<file path="src/rtl/pio_strobe_sequencer.sv">
// rtl/pio_strobe_sequencer.sv - PIO window decode and strobe sequencer
// Optional bus-error response for unmapped windows: PIO_BERR_EN
module pio_strobe_sequencer #(
    parameter int MAIN_BITS = 3,
    parameter int SUB_BITS  = 2,
    parameter int CNT_W     = 4,
    parameter int SETUP_CYC = 1,
    parameter int HOLD_CYC  = 1,
    parameter logic [(2**MAIN_BITS)*CNT_W-1:0]          WAIT_TABLE = '0,
    parameter logic [(2**MAIN_BITS)*(2**SUB_BITS)-1:0]  MAP_MASK   = '1
) (
    input  logic                                        clk,
    input  logic                                        reset,
    input  logic                                        cs,
    input  logic                                        rw_n,
    input  logic [MAIN_BITS-1:0]                        adm,
    input  logic [SUB_BITS-1:0]                         adl,
    output logic [(2**MAIN_BITS)*(2**SUB_BITS)-1:0]     strobe,
    output logic                                        rd_en,
    output logic                                        wr_en,
    output logic                                        dtack,
    output logic                                        busy,
    output logic                                        berr
);

    localparam int NMAIN = 2**MAIN_BITS;
    localparam int NSUB  = 2**SUB_BITS;
    localparam int NDEV  = NMAIN * NSUB;
    localparam int IDX_W = MAIN_BITS + SUB_BITS;

    localparam logic [2:0] S_IDLE   = 3'd0;
    localparam logic [2:0] S_SETUP  = 3'd1;
    localparam logic [2:0] S_ACTIVE = 3'd2;
    localparam logic [2:0] S_HOLD   = 3'd3;
    localparam logic [2:0] S_ACK    = 3'd4;

    localparam logic [CNT_W-1:0] SETUP_LOAD = (SETUP_CYC > 0) ? CNT_W'(SETUP_CYC - 1) : '0;
    localparam logic [CNT_W-1:0] HOLD_LOAD  = (HOLD_CYC > 0)  ? CNT_W'(HOLD_CYC - 1)  : '0;

    logic [2:0]           state;
    logic [2:0]           next_state;
    logic [CNT_W-1:0]     cnt;
    logic [CNT_W-1:0]     next_cnt;
    logic [IDX_W-1:0]     idx_l;
    logic                 rd_l;
    logic                 err_l;
    logic                 start;
    logic                 map_miss;
    logic [IDX_W-1:0]     idx_in;
    logic [CNT_W-1:0]     wait_in;
    logic [CNT_W-1:0]     wait_l;
    logic [NDEV-1:0]      dev_onehot;

    assign idx_in     = {adm, adl};
    assign wait_in    = WAIT_TABLE[int'(adm) * CNT_W +: CNT_W];
    assign wait_l     = WAIT_TABLE[int'(idx_l[IDX_W-1:SUB_BITS]) * CNT_W +: CNT_W];
    assign dev_onehot = NDEV'(1) << idx_l;

`ifdef PIO_BERR_EN
    assign map_miss = ~MAP_MASK[idx_in];
`else
    logic unused_map;
    assign unused_map = MAP_MASK[idx_in];
    assign map_miss   = 1'b0;
`endif

    // Phase counters count down to zero; a loaded value n gives n+1 cycles
    always_comb begin
        next_state = state;
        next_cnt   = cnt;
        start      = 1'b0;
        case (state)
            S_IDLE: begin
                if (cs) begin
                    start = 1'b1;
                    if (map_miss) begin
                        next_state = S_ACK;
                        next_cnt   = '0;
                    end else if (SETUP_CYC > 0) begin
                        next_state = S_SETUP;
                        next_cnt   = SETUP_LOAD;
                    end else begin
                        next_state = S_ACTIVE;
                        next_cnt   = wait_in;
                    end
                end
            end
            S_SETUP: begin
                if (!cs) begin
                    next_state = S_IDLE;
                    next_cnt   = '0;
                end else if (cnt == '0) begin
                    next_state = S_ACTIVE;
                    next_cnt   = wait_l;
                end else begin
                    next_cnt = cnt - 1'b1;
                end
            end
            S_ACTIVE: begin
                if (!cs) begin
                    next_state = S_IDLE;
                    next_cnt   = '0;
                end else if (cnt == '0) begin
                    next_state = (HOLD_CYC > 0) ? S_HOLD : S_ACK;
                    next_cnt   = HOLD_LOAD;
                end else begin
                    next_cnt = cnt - 1'b1;
                end
            end
            S_HOLD: begin
                if (!cs) begin
                    next_state = S_IDLE;
                    next_cnt   = '0;
                end else if (cnt == '0) begin
                    next_state = S_ACK;
                    next_cnt   = '0;
                end else begin
                    next_cnt = cnt - 1'b1;
                end
            end
            S_ACK: begin
                if (!cs) begin
                    next_state = S_IDLE;
                end
            end
            default: begin
                next_state = S_IDLE;
                next_cnt   = '0;
            end
        endcase
    end

    // Outputs follow the state by one cycle; gating with cs makes aborts and
    // the ACK release drop strobe/dtack on the very edge cs is seen low.
    always_ff @(posedge clk) begin
        if (reset) begin
            state  <= S_IDLE;
            cnt    <= '0;
            idx_l  <= '0;
            rd_l   <= 1'b0;
            err_l  <= 1'b0;
            strobe <= '0;
            rd_en  <= 1'b0;
            wr_en  <= 1'b0;
            dtack  <= 1'b0;
            busy   <= 1'b0;
            berr   <= 1'b0;
        end else begin
            state <= next_state;
            cnt   <= next_cnt;
            if (start) begin
                idx_l <= idx_in;
                rd_l  <= rw_n;
                err_l <= map_miss;
            end
            strobe <= (state == S_ACTIVE && cs) ? dev_onehot : '0;
            rd_en  <= (state == S_ACTIVE) && cs && rd_l;
            wr_en  <= (state == S_ACTIVE) && cs && !rd_l;
            dtack  <= (state == S_ACK) && cs && !err_l;
            busy   <= (next_state != S_IDLE);
`ifdef PIO_BERR_EN
            berr   <= (state == S_ACK) && cs && err_l;
`else
            berr   <= 1'b0;
`endif
        end
    end

endmodule

</file>
<file path="config.mk">
export PLATFORM = sky130hd
export DESIGN_NAME = pio_strobe_sequencer
export DESIGN_NICKNAME = d
export VERILOG_FILES = /design/src/rtl/pio_strobe_sequencer.sv
export SDC_FILE = /design/constraint.sdc
export NUM_CORES = 1
export LEC_CHECK = 0
export ABC_AREA = 1
export CAP_MARGIN = 20
export CORE_MARGIN = 2
export CORE_UTILIZATION = 50
export CTS_BUF_LIST = sky130_fd_sc_hd__clkbuf_16
export CTS_CLUSTER_SIZE = 14
export DETAILED_ROUTE_END_ITERATION = 16
export GPL_TIMING_DRIVEN = 0
export PLACE_DENSITY = 0.94
export SYNTH_ARGS = -nofsm -noshare
export SYNTH_HDL_FRONTEND = slang
export SYNTH_SLANG_ARGS = --single-unit
</file>
<file path="constraint.sdc">
create_clock -name clk -period 2.4 [get_ports clk]
set_input_delay 0.72 -clock clk [delete_from_list [all_inputs] [get_ports clk]]
set_output_delay 0.72 -clock clk [all_outputs]
set_load 0.02 [all_outputs]
</file>
==> results of run 1 <==
registers in the layout (all words and copies together) (netlist names):
| name | cells |
|---|---|
| strobe | 32 |
| dtack | 1 |
| idx_l | 5 |
| cnt | 4 |
| state | 3 |
| wr_en | 1 |
| rd_en | 1 |
| busy | 1 |
| rd_l | 1 |
cells in the final DEF (no fill, tap or decap):
master	Yosys	routed
buf_2	5	5
dfxtp_1	49	49
inv_1	13	13
nor3_4	1	1
buf_4	1	1
xor2_1	2	2
nand3_1	4	4
o21a_1	1	1
conb_1	1	1
nor2_2	11	11
clkbuf_16	0	5
bufinv_16	0	1
nand2_1	22	22
ha_1	2	2
nand4_1	16	16
nor4_1	1	1
clkinv_1	4	5
o21ai_0	7	7
a21oi_1	7	7
nand2_2	3	3
nor2_1	35	35
clkinvlp_4	0	1
nor3_1	2	2
buf_6	2	2
clkbuf_1	1	1
clkdlybuf4s50_1	0	44
worst min-delay path, stage by stage, from the launching register on:
cell	delay [ns]
dfxtp_1	0.33
nand2_1	0.07
nor2_1	0.03
area by class of cell:
class / instances / area (µm²)
flip-flops and latches: 49 / 980.9
fillers: 242 / 938.4
multi-input cells: 115 / 578.1
repair buffers: 44 / 440.4
clock buffers: 5 / 125.1
inverters: 17 / 63.81
plain buffers: 9 / 58.81
well taps: 46 / 57.56
clock inverters: 3 / 41.29
per-layer routing:
layer	share of wire [%]	up-vias	wire, µm
met3	5.8	4	180
met5	0	-	0
met1	39	595	1231
met2	53	51	1664
li1	-	708	-
met4	1.4	0	43
cells by family after synthesis:
kind of cell,after synthesis,share of synthesized area [%]
flops,49,58.33
simple gates,95,27.01
compound gates,15,4.613
fa+ha+maj,2,1.488
other cells,1,0.2230
buf+inv,26,7.291
xor+xnor,2,1.042
power by group through the flow:
stage | Combinational (mW) | Clock (mW) | Sequential, mW
after CTS | 0.146 | 0.766 | 0.843
after detailed placement | 0.145 | 0 | 0.861
after floorplan | 0.100 | 0 | 0.862
final | 0.146 | 0.755 | 0.843
after global routing | 0.168 | 0.806 | 0.845
after global placement | 0.140 | 0 | 0.860
worst paths after layout:
kind	slack [ns]	endpoint
max	0.47	strobe[16]
min	0.47	rd_en
max reg2reg	1.17	idx_l[3]
min reg2reg	0.47	rd_en
through the flow:
step                      power [mW]  utilization (%)
final                          1.744            71.43
after global routing           1.820            71.43
after CTS                      1.755            71.43
after detailed placement       1.006            66.36
after global placement         1.000            66.36
after floorplan               0.9621                -
==> flow_summary_export.csv, run 1 <==
group,metric,value,unit
outcome,status,"finished clean",
sta,whs,0.4748,ns
critical_path,crit_buf_inv,1,
global_routing,grt_use_met3,3.313,%
clock_network,cts_resized,0,
clock_network,cts-htree-levels,2,
die,dieHeight,62.00,µm
critical_path,r2r-start,"state[1]",
global_routing,antenna_found_initial,0,
pwr,comb_power_share,8.4,%
die,coreArea,3284,µm²
die,ios,46,
critical_path,crit_family,"buffers and inverters",
placement,gp_congestion,0.9392,
critical_path,r2r_cells,5,
global_routing,grt_pass1_vias,1208,
detailed_routing,first_iter_violations,46,
sta,rsz0062_at_grt,"false",
finish,fin_nets,252,
synth,synth_ff_type,"dfxtp_1",
detailed_routing,vias,1358,
critical_path,slowest_delay,0.61,ns
critical_path,crit_path_top_delay_cell,"clkdlybuf4s50_1",
synth,yosys_register_bits,49,
critical_path,critPathLaunchType,"flop",
pwr,p_sw,0.3726,mW
critical_path,crit_start,"strobe[16]",
sta,fin_crit,1.928,ns
global_routing,use_met2,33.48,%
synth,syn_area,1682,µm²
min_path,worstHoldStart,"rd_l",
detailed_routing,drt-pass1-iter-count,4,
placement,place_area,2180,µm²
clock_network,cts_root_buf,"clkbuf_16",
finish,final_cell_area,2346,µm²
detailed_routing,drcViolationCount,0,
synth,synthCells,190,
sta,fin_tns_setup,0,ns
placement,io_buffers,44,
synth,synth.net_count,201,
critical_path,path_cells,"clkdlybuf4s50_1",
critical_path,path_class,"flop to output port",
sta,finClkSkew,0.004194,ns
clock_network,cts_made_buffers,5,
pwr,p_leak,0.9072,nW
synth,synth_top_area_cell,"dfxtp_1",
synth,synth.most_common_cell,"dfxtp_1",
global_routing,grt.overflow.total,0,
sta,fmax,0.5188,GHz
critical_path,cp_max_fo,1,
placement,hpwl,2352,µm
clock_network,clock_sinks,49,
sta,fin_ws,0.4724,ns
pwr,vdd_drop_max,0.4610,mV
global_routing,grt-busiest-layer,"met2",
detailed_routing,avgViaCountPerCell,4.715,
clock_network,cts_tree,"built",
placement,place_ws,0.3028,ns
clock_network,cts_hold_repair.buffers,0,
clock_network,path_clk_slew,0.06,ns
detailed_routing,ant_nets,0,
die,die-area,3843,µm²
pwr,clkPwrFrac,43.3,%
sta,finalMaxSlewViolations,0,
synth,synth.top_cell.area_share,58.33,%
job,drv_cap,0,
critical_path,arrival,1.21,ns
pwr,power_switching_share,21.36,%
sta,min_period_over_period,80.32,%
detailed_routing,wirelength,3120,µm
finish,drive_gt1_share,12.40,%
pwr,pwr_density_cell,743.4,nW/µm²
synth,synth_cell_types,22,
sta,finalSetupViolCount,0,
clock_network,postCtsSetupBuffers,0,
synth,seq_area_frac_synth,58.33,%
synth,synthTopCellsByArea,"dfxtp_1, nor2_1, nand4_1",
detailed_routing,wl_per_cell,10.83,µm
global_routing,met1_usage,21.73,%
min_path,hold_class,"flop to flop",
finish,instances_no_fill,288,
global_routing,grt_util_all_layers,18.74,%
synth,synth_edf_count,0,
pwr,share_seq_of_total_power,48.4,%
critical_path,cp-end-kind,"output port",
global_routing,grt_max_degree,16,
synth,async_reset_ff_share,0,%
die,start_util,51.20,%
critical_path,required,1.68,ns
pwr,p_int,1.371,mW
sta,hold_viol_final,0,
synth,yosysWarnings,0,
min_path,whs_path_depth,2,
synth,syn_area_per_cell,8.851,µm²
critical_path,worst-path-stages,1,
die,dieWidth,62.00,µm
placement,dp_cells,280,
die,rows,21,
clock_network,clkLatencyLatePin,0.28,ns
synth,yosys-top-cells-count,"dfxtp_1, nor2_1, nand2_1",
clock_network,cts.path.max_buffers,2,
finish,antenna_cells,0,
global_routing,grt_pass1_wl,5264,µm
finish,area_growth,39.51,%
No activity file was read; power rests on OpenSTA's default activity.
==> run 2, diff against run 1 <==
Settings changed: CORE_UTILIZATION 50 to 42, PLACE_DENSITY 0.94 to 0.85.
Clock period 2.4 ns to 1.63 ns, I/O delays scaled along.
==> run 2 against run 1 <==
Clock-buffer cell count unchanged. Hold slack gained 0.0081 ns. Final cell count is 0.69% higher. Largest cell class unchanged. Highest routed layer unchanged.
==> flow_summary_export.csv, run 2 (synthesis gave the netlist of run 1 again) <==
group,metric,value,unit
outcome,status,"finished clean",
clock_network,clock_sinks,49,
finish,reg_top3,"strobe: 32 flops, idx_l: 5 flops, cnt: 4 flops",
finish,area_growth,36.16,%
min_path,hold_class,"flop to flop",
detailed_routing,avgViaCountPerCell,4.683,
critical_path,crit_family,"buffers and inverters",
critical_path,crit_start,"strobe[11]",
detailed_routing,wl_per_cell,10.71,µm
clock_network,cts_made_buffers,5,
die,die-area,4526,µm²
sta,finClkSkew,0.004082,ns
sta,finalSetupViolCount,0,
critical_path,cp_max_fo,1,
placement,io_buffers,44,
critical_path,arrival,0.93,ns
placement,gp_congestion,0.8983,
die,dieHeight,67.28,µm
placement,place_ws,-0.2378,ns
clock_network,path_clk_slew,0.06,ns
detailed_routing,vias,1358,
finish,top_register,"strobe",
critical_path,cp-end-kind,"output port",
sta,fin_crit,1.418,ns
sta,min_period_over_period,87.01,%
placement,hpwl,2281,µm
detailed_routing,wirelength,3107,µm
global_routing,grt.overflow.total,0,
sta,fmax,0.7051,GHz
finish,final_common_cell,"dfxtp_1",
die,rows,22,
die,start_util,44.92,%
clock_network,clkLatencyLatePin,0.28,ns
die,ios,46,
finish,antenna_cells,0,
clock_network,cts.path.max_buffers,2,
critical_path,critPathLaunchType,"flop",
pwr,vdd_drop_max,0.7348,mV
sta,whs,0.4830,ns
finish,fin_nets,252,
global_routing,grt_util_all_layers,15.35,%
detailed_routing,first_iter_violations,72,
die,dieWidth,67.28,µm
sta,hold_viol_final,0,
global_routing,antenna_found_initial,0,
finish,mostFrequentLayoutCells,"dfxtp_1, dlygate4sd2_1, nor2_1",
sta,finalMaxSlewViolations,0,
sta,fin_ws,0.2117,ns
critical_path,crit_path_top_delay_cell,"dlygate4sd2_1",
pwr,p_leak,1.092,nW
clock_network,cts_hold_repair.buffers,0,
finish,drive_gt1_share,13.22,%
die,coreArea,3744,µm²
critical_path,required,1.14,ns
clock_network,cts-htree-levels,2,
detailed_routing,drt-pass1-iter-count,4,
global_routing,grt_pass1_vias,1203,
pwr,pwr_density_cell,1058,nW/µm²
clock_network,cts_tree,"built",
clock_network,postCtsSetupBuffers,0,
min_path,worstHoldStart,"rd_l",
critical_path,crit_buf_inv,1,
global_routing,grt_pass1_wl,5092,µm
finish,largest_register_ffs,32,
clock_network,cts_root_buf,"clkbuf_16",
global_routing,grt_max_degree,16,
critical_path,path_class,"flop to output port",
finish,nFillCells,318,
critical_path,slowest_delay,0.33,ns
detailed_routing,drcViolationCount,0,
critical_path,path_cells,"dlygate4sd2_1",
job,drv_cap,0,
finish,fin_util,61.16,%
sta,rsz0062_at_grt,"false",
critical_path,r2r-start,"state[2]",
detailed_routing,ant_nets,0,
run 2: what timing repair did:
| item | 4_1_cts | 5_1_grt |
|---|---|---|
| hold endpoints to repair | 0 | 0 |
| gates resized for setup | 36 | 6 |
| setup endpoints to repair | 36 | 10 |
run 2: path summary, 6_finish.rpt:
kind | to | depth (start not counted) | slack, ns
max | strobe[11] | 1 | 0.21
min | rd_en | 2 | 0.48
max reg2reg | strobe[25] | 6 | 0.38
min reg2reg | rd_en | 2 | 0.48
run 2: final cells by class:
cell class | count | area, µm² | share of cell area (%)
Clock buffer | 5 | 125.1 | 5.464
Timing Repair Buffer | 44 | 400.4 | 17.49
Clock inverter | 3 | 18.77 | 0.8197
Tap cell | 48 | 60.06 | 2.623
Inverter | 17 | 63.81 | 2.787
Multi-Input combinational cell | 115 | 580.6 | 25.36
Buffer | 9 | 60.06 | 2.623
Sequential cell | 49 | 980.9 | 42.84
run 2: metrics by stage:
stage	total power [mW]	area, µm²	TNS, ns	instances
final	2.422	2290	0	290
after global routing	2.527	2290	0	290
after CTS	2.438	2281	0	290
after detailed placement	1.480	2182	-5.591	282
after global placement	1.474	2182	-4.705	282
after floorplan	1.417	1682	0	190
run 2: layer usage:
| layer | wire length (µm) | track usage [%] | vias to the layer above | share of wire, % |
|---|---|---|---|---|
| li1 | - | - | 712 | - |
| met1 | 1288 | 16.25 | 593 | 41 |
| met2 | 1591 | 27.60 | 49 | 51 |
| met3 | 190 | 5.000 | 4 | 6.1 |
| met4 | 37 | 6.888 | 0 | 1.2 |
| met5 | 0 | 0 | - | 0 |
run 2: report_power, final:
part / leakage (nW) / internal [mW] / total, mW / switching (mW)
combinational: 0.628 / 0.0745 / 0.212 / 0.138
sequential: 0.397 / 1.23 / 1.24 / 0.0163
clock: 0.0672 / 0.562 / 0.968 / 0.406
total: 1.09 / 1.86 / 2.42 / 0.560
